$ cat src/rtl/led4_pipe_rot.sv
// led4_pipe_rot: four-LED running light.
// A 4-bit pattern advances one step every STEP_CYCLES clocks. It either rotates
// circularly (MODE=0) or bounces between the end LEDs (MODE=1). Each output is
// optionally inverted for active-low LEDs.
// The diode outputs come straight from a register, so the pins never glitch
// and no combinational path runs from reset to a pin.
module led4_pipe_rot #(
    parameter int unsigned STEP_CYCLES  = 1,
    parameter logic [3:0]  INIT_PATTERN = 4'b0001,
    parameter logic        DIR          = 1'b0,
    parameter logic        MODE         = 1'b0,
    parameter logic        ACTIVE_LOW   = 1'b0
) (
    input  logic       clock,
    input  logic       reset,
    output logic [3:0] diode
);

    localparam int unsigned     CW   = (STEP_CYCLES > 1) ? $clog2(STEP_CYCLES) : 1;
    localparam logic [CW-1:0]   LAST = CW'(STEP_CYCLES - 1);
    localparam logic [3:0]      MASK = {4{ACTIVE_LOW}};

    // A zero step length has no meaning, so stop the build.
    if (STEP_CYCLES < 1) begin : g_bad_step
        $error("led4_pipe_rot: STEP_CYCLES must be >= 1");
    end

    logic [CW-1:0] cnt;
    logic [3:0]    pat;
    logic          dir;
    logic          tick;
    logic [3:0]    pat_nxt;
    logic          dir_nxt;

    assign tick = (cnt == LAST);

    // Next pattern and direction if a step happens on this edge.
    always_comb begin
        pat_nxt = pat;
        dir_nxt = dir;
        if (MODE == 1'b0) begin
            // A plain rotate keeps the pattern's shape, whether or not it is one-hot.
            if (!dir) pat_nxt = {pat[2:0], pat[3]};
            else      pat_nxt = {pat[0], pat[3:1]};
        end else if (!$onehot(pat)) begin
            // Bounce needs exactly one lit LED. Otherwise restart from the LSB end.
            pat_nxt = 4'b0001;
            dir_nxt = 1'b0;
        end else if (!dir) begin
            if (pat == 4'b1000) begin
                pat_nxt = 4'b0100;
                dir_nxt = 1'b1;
            end else begin
                pat_nxt = pat << 1;
            end
        end else begin
            if (pat == 4'b0001) begin
                pat_nxt = 4'b0010;
                dir_nxt = 1'b0;
            end else begin
                pat_nxt = pat >> 1;
            end
        end
    end

    // Divider, pattern, direction and the registered LED drive.
    // Reset has priority over a step on the same edge.
    always_ff @(posedge clock) begin
        if (reset) begin
            cnt   <= '0;
            pat   <= INIT_PATTERN;
            dir   <= DIR;
            diode <= INIT_PATTERN ^ MASK;
        end else begin
            if (tick) begin
                cnt   <= '0;
                pat   <= pat_nxt;
                dir   <= dir_nxt;
                diode <= pat_nxt ^ MASK;
            end else begin
                cnt   <= cnt + 1'b1;
            end
        end
    end

endmodule

$ cat config.mk
export PLATFORM = sky130hd
export DESIGN_NAME = led4_pipe_rot
export DESIGN_NICKNAME = d
export VERILOG_FILES = /design/src/rtl/led4_pipe_rot.sv
export SDC_FILE = /design/constraint.sdc
export NUM_CORES = 1
export LEC_CHECK = 0
export ABC_CLOCK_PERIOD_IN_PS = 900
export CAP_MARGIN = 0
export CORE_AREA = 8 8 45 47
export DETAILED_ROUTE_END_ITERATION = 8
export DIE_AREA = 0 0 53 55
export PLACE_DENSITY = 0.4
export SYNTH_ARGS = -nofsm -noshare
export SYNTH_HDL_FRONTEND = slang
export SYNTH_SLANG_ARGS = --single-unit
$ cat constraint.sdc
create_clock -name clock -period 0.9 [get_ports clock]
set_input_delay 0.18 -clock clock [delete_from_list [all_inputs] [get_ports clock]]
set_output_delay 0.18 -clock clock [all_outputs]
set_load 0.05 [all_outputs]
======== After elaboration in Yosys (flattened, before gate mapping) ========
Cells that the tools add are included.
word-level totals
  flip-flop bits (word level) ............. 5
  input bits .............................. 2
  output and inout port bits .............. 4
  word-level logic and storage cells ...... 5
cells by class
  add/sub/neg operators ................... 1
  bitwise gates (word level) .............. 1
  reduce and logical (&&, ||, !) cells .... 1
operators with widths
  cell                                count
  OR reduction 2 bit                  1
  adder 1 bit, second input constant  1
  NOT 1 bit                           1

======== Longest topological paths before layout ========
Gate-level depths: netlist of run 1.
  depth after elaboration ................. 2
  mapped depth ............................ 3
  depth with buffers taken out ............ 2

======== Worst setup path before layout of run 1 ========
Ideal clock, no wire load.
  path type ............................... reg2reg
  start point ............................. register, netlist name diode[3]
  end point ............................... register diode[0]
  library setup time ...................... 0.120 ns
  data arrival time ....................... 0.889 ns
  data required time ...................... 0.780 ns
  slack ................................... -0.109 ns
  cell stages (with the launch flop) ...... 3
  path buffers ............................ 0
  period minus slack after synthesis ...... 1.009 ns
  cells stage by stage .................... dfxtp_1 nor2b_2 a211o_1
RTL lines
  what                  line  text
  to (signal assigned)  73    diode <= INIT_PATTERN ^ MASK;
  to (signal assigned)  79    diode <= pat_nxt ^ MASK;
  to (decl)             16    output logic [3:0] diode

======== Worst setup path after layout of run 1 ========
  start point ............................. register diode[1]
  end point ............................... output diode[1]
No word-level cell between the ends.

==> results.cfg, run 1 <==
[outcome]
run_status = complete, but fails checks
violations = setup timing

[final_layout]
final_cell_mix = buf_12 (4), mux2i_1 (3), nor2_1 (3), clkbuf_4 (3), dfxtp_2 (3)
stdcell_area_um2 = 325
syn2layout_area_growth_pct = 94.0
final_layout_size_suffix_gt1_share_pct = 60.0
antenna_fix_cells = 0
layout_utilization_pct = 23.5
num-nets-final = 28
layout.cells.most_common = buf_12
nFillCells = 142
final-seq-area_um2 = 111
multi_input_area_um2 = 62.6
layout.cells.non_filler = 41

[setup_path]
critPathBufInv = 1
cp.arrival_ps = 730
startpoint_type = flop
cp.required_ps = 720
critical_path.endpoint_type = output pin
critPathKind = flop to output pin
cpMaxStageDelayCell = dfxtp_4
worst_path_largest_cell_delay_ps = 350
path_delay_family = flip-flops
critical_path_peak_fanout = 3
cells_along_the_critical_path = buf_12

[logic_synthesis]
ys_ff_latch = 5
postSynthCellCount = 15
synthAdderAreaFrac_pct = 0
synth_xor_area_share_pct = 0
synth.mux.area_fraction_pct = 17.9
ys_types = 7
synth_seq_area_share_pct = 59.7
ys_warnings = 0
postSynthNetCount = 17
synth_compound_gate_area_share_pct = 5.22
main_combinational_cell_family_by_area_after_synthesis = multiplexers
post_synth_instance_area_um2 = 168
synthSimpleGateAreaFrac_pct = 11.9
synth_area_per_cell_um2 = 11.2

[cts]
tritoncts = built
cts_max_level = 1
cts_hold_buffers = 0
clockRootBuffer = clkbuf_4
clk_latency_ps = 240
cts.sink_count = 5
number_of_buffers_created_by_cts = 3
cts_buffer_depth = 2
cts.clk_slew.worst_paths_ps = 40

[place]
io_buffer_count = 5
detailed_place.area_um2 = 278
detailedPlace.worstSlack_ps = -145
finalWeightedCongestion = 0.581
dp.cells = 35

[floorplan]
fp.dieH_um = 55
ioPinCount = 6
fp.coreArea_um2 = 1380
start_util_pct = 12.1
chipWidth_um = 53
rows = 14
die_area_um2 = 2920

[detailed_routing]
finalWirelength_um = 360
detail_route.vias_per_cell = 3.32
route.detailed.wl_per_inst_um = 8.78
detailroute.via_count = 136
detail_route.drc_violations = 0
dr.first_iter.drc_count = 3
drt-pass1-iter-count = 4
route.antenna.remaining_nets = 0

[sta]
slew_viol_final = 0
worst_slack_ps = -13.4
hold_ws_ps = 536
layout_worst_path_cycle_share_pct = 101
timing.final.hold_violations = 0
clock_skew_ps = 4.93
final_count_of_negative_setup_slack_endpoints = 2
min_period_ps = 913
rsz0062_at_grt = true
setup-tns-final_ps = -22.0
maxClockFrequency_mhz = 1090

[global_route]
grt_antenna_before_repair = 0
number_of_global_route_vias_before_repair = 143
largest_net_degree_at_the_start_of_global_routing = 6
grt.overflow.total = 0
grt_use_total_pct = 3.50
grt_first_pass_wirelength_um = 648

[power_and_ir_drop]
worst_ir_drop_vdd_mv = 0.762
power_per_cell_area_nw_per_um2 = 1870
total_power_mw = 0.608
leakage_nw = 0.140

[min_path]
hp-class = flop to flop

[run]
cap_violations = 0
## synth_stat cells
cell type,n,area [um2]
mux2i_1,3,30.0
nor2b_2,1,8.76
dfxtp_1,5,100
nor2_1,3,11.3
clkbuf_2,1,5.00
conb_1,1,3.75
a211o_1,1,8.76
## power by group
group          total [mW]  switching, mW  leakage [nW]  internal, mW
Combinational       0.107         0.0499        0.0816        0.0573
Clock               0.250         0.0832        0.0150         0.167
Sequential          0.251         0.0161        0.0431         0.235
Total               0.608          0.149         0.140         0.459
## routing by layer
layer / track usage (%) / routed length, um
met3: 4.81 / 66
met1: 3.36 / 160
met4: 2.59 / 0
met5: 0 / 0
met2: 3.52 / 133
## logic make-up (layout without fill, tap and decap cells)
kind of cell / count (synthesis) / count (layout)
AOI/OAI and AO/OA: 1 / 1
and+or+nand+nor: 4 / 4
muxes: 3 / 3
DFF: 5 / 5
buffers and inverters: 1 / 11
other: 1 / 1
## worst paths after layout
check	slack [ps]	to	cells after the start	start
max	-10	diode[1]	1	diode[1]
max reg2reg	60	diode[0]	2	diode[0]
min	540	diode[2]	2	diode[1]
min reg2reg	540	diode[2]	2	diode[1]
## registers in the layout, summed over array words and instances, names as in the netlist
register,count
diode,4
cnt,1
## final cells by class
class / instances / area share, %
Tap cell: 16 / 6.15
Timing Repair Buffer: 7 / 32.3
Sequential cell: 5 / 34.2
Multi-Input combinational cell: 9 / 19.2
Clock buffer: 4 / 8.08
## repair_timing
| item | CTS | global route |
|---|---|---|
| gates resized for setup | 1 | 2 |
| setup endpoints to repair | 4 | 5 |
| setup buffers | 2 | 0 |
| pin swaps | 0 | 0 |
Power figures use the tool's default switching activity.
==> run 2, diff against run 1 <==
Settings changed: RECOVER_POWER set to 25, SLEW_MARGIN set to 15.
==> results of run 2 <==
No change in the layout: final DEF, timing and power equal those of run 1.
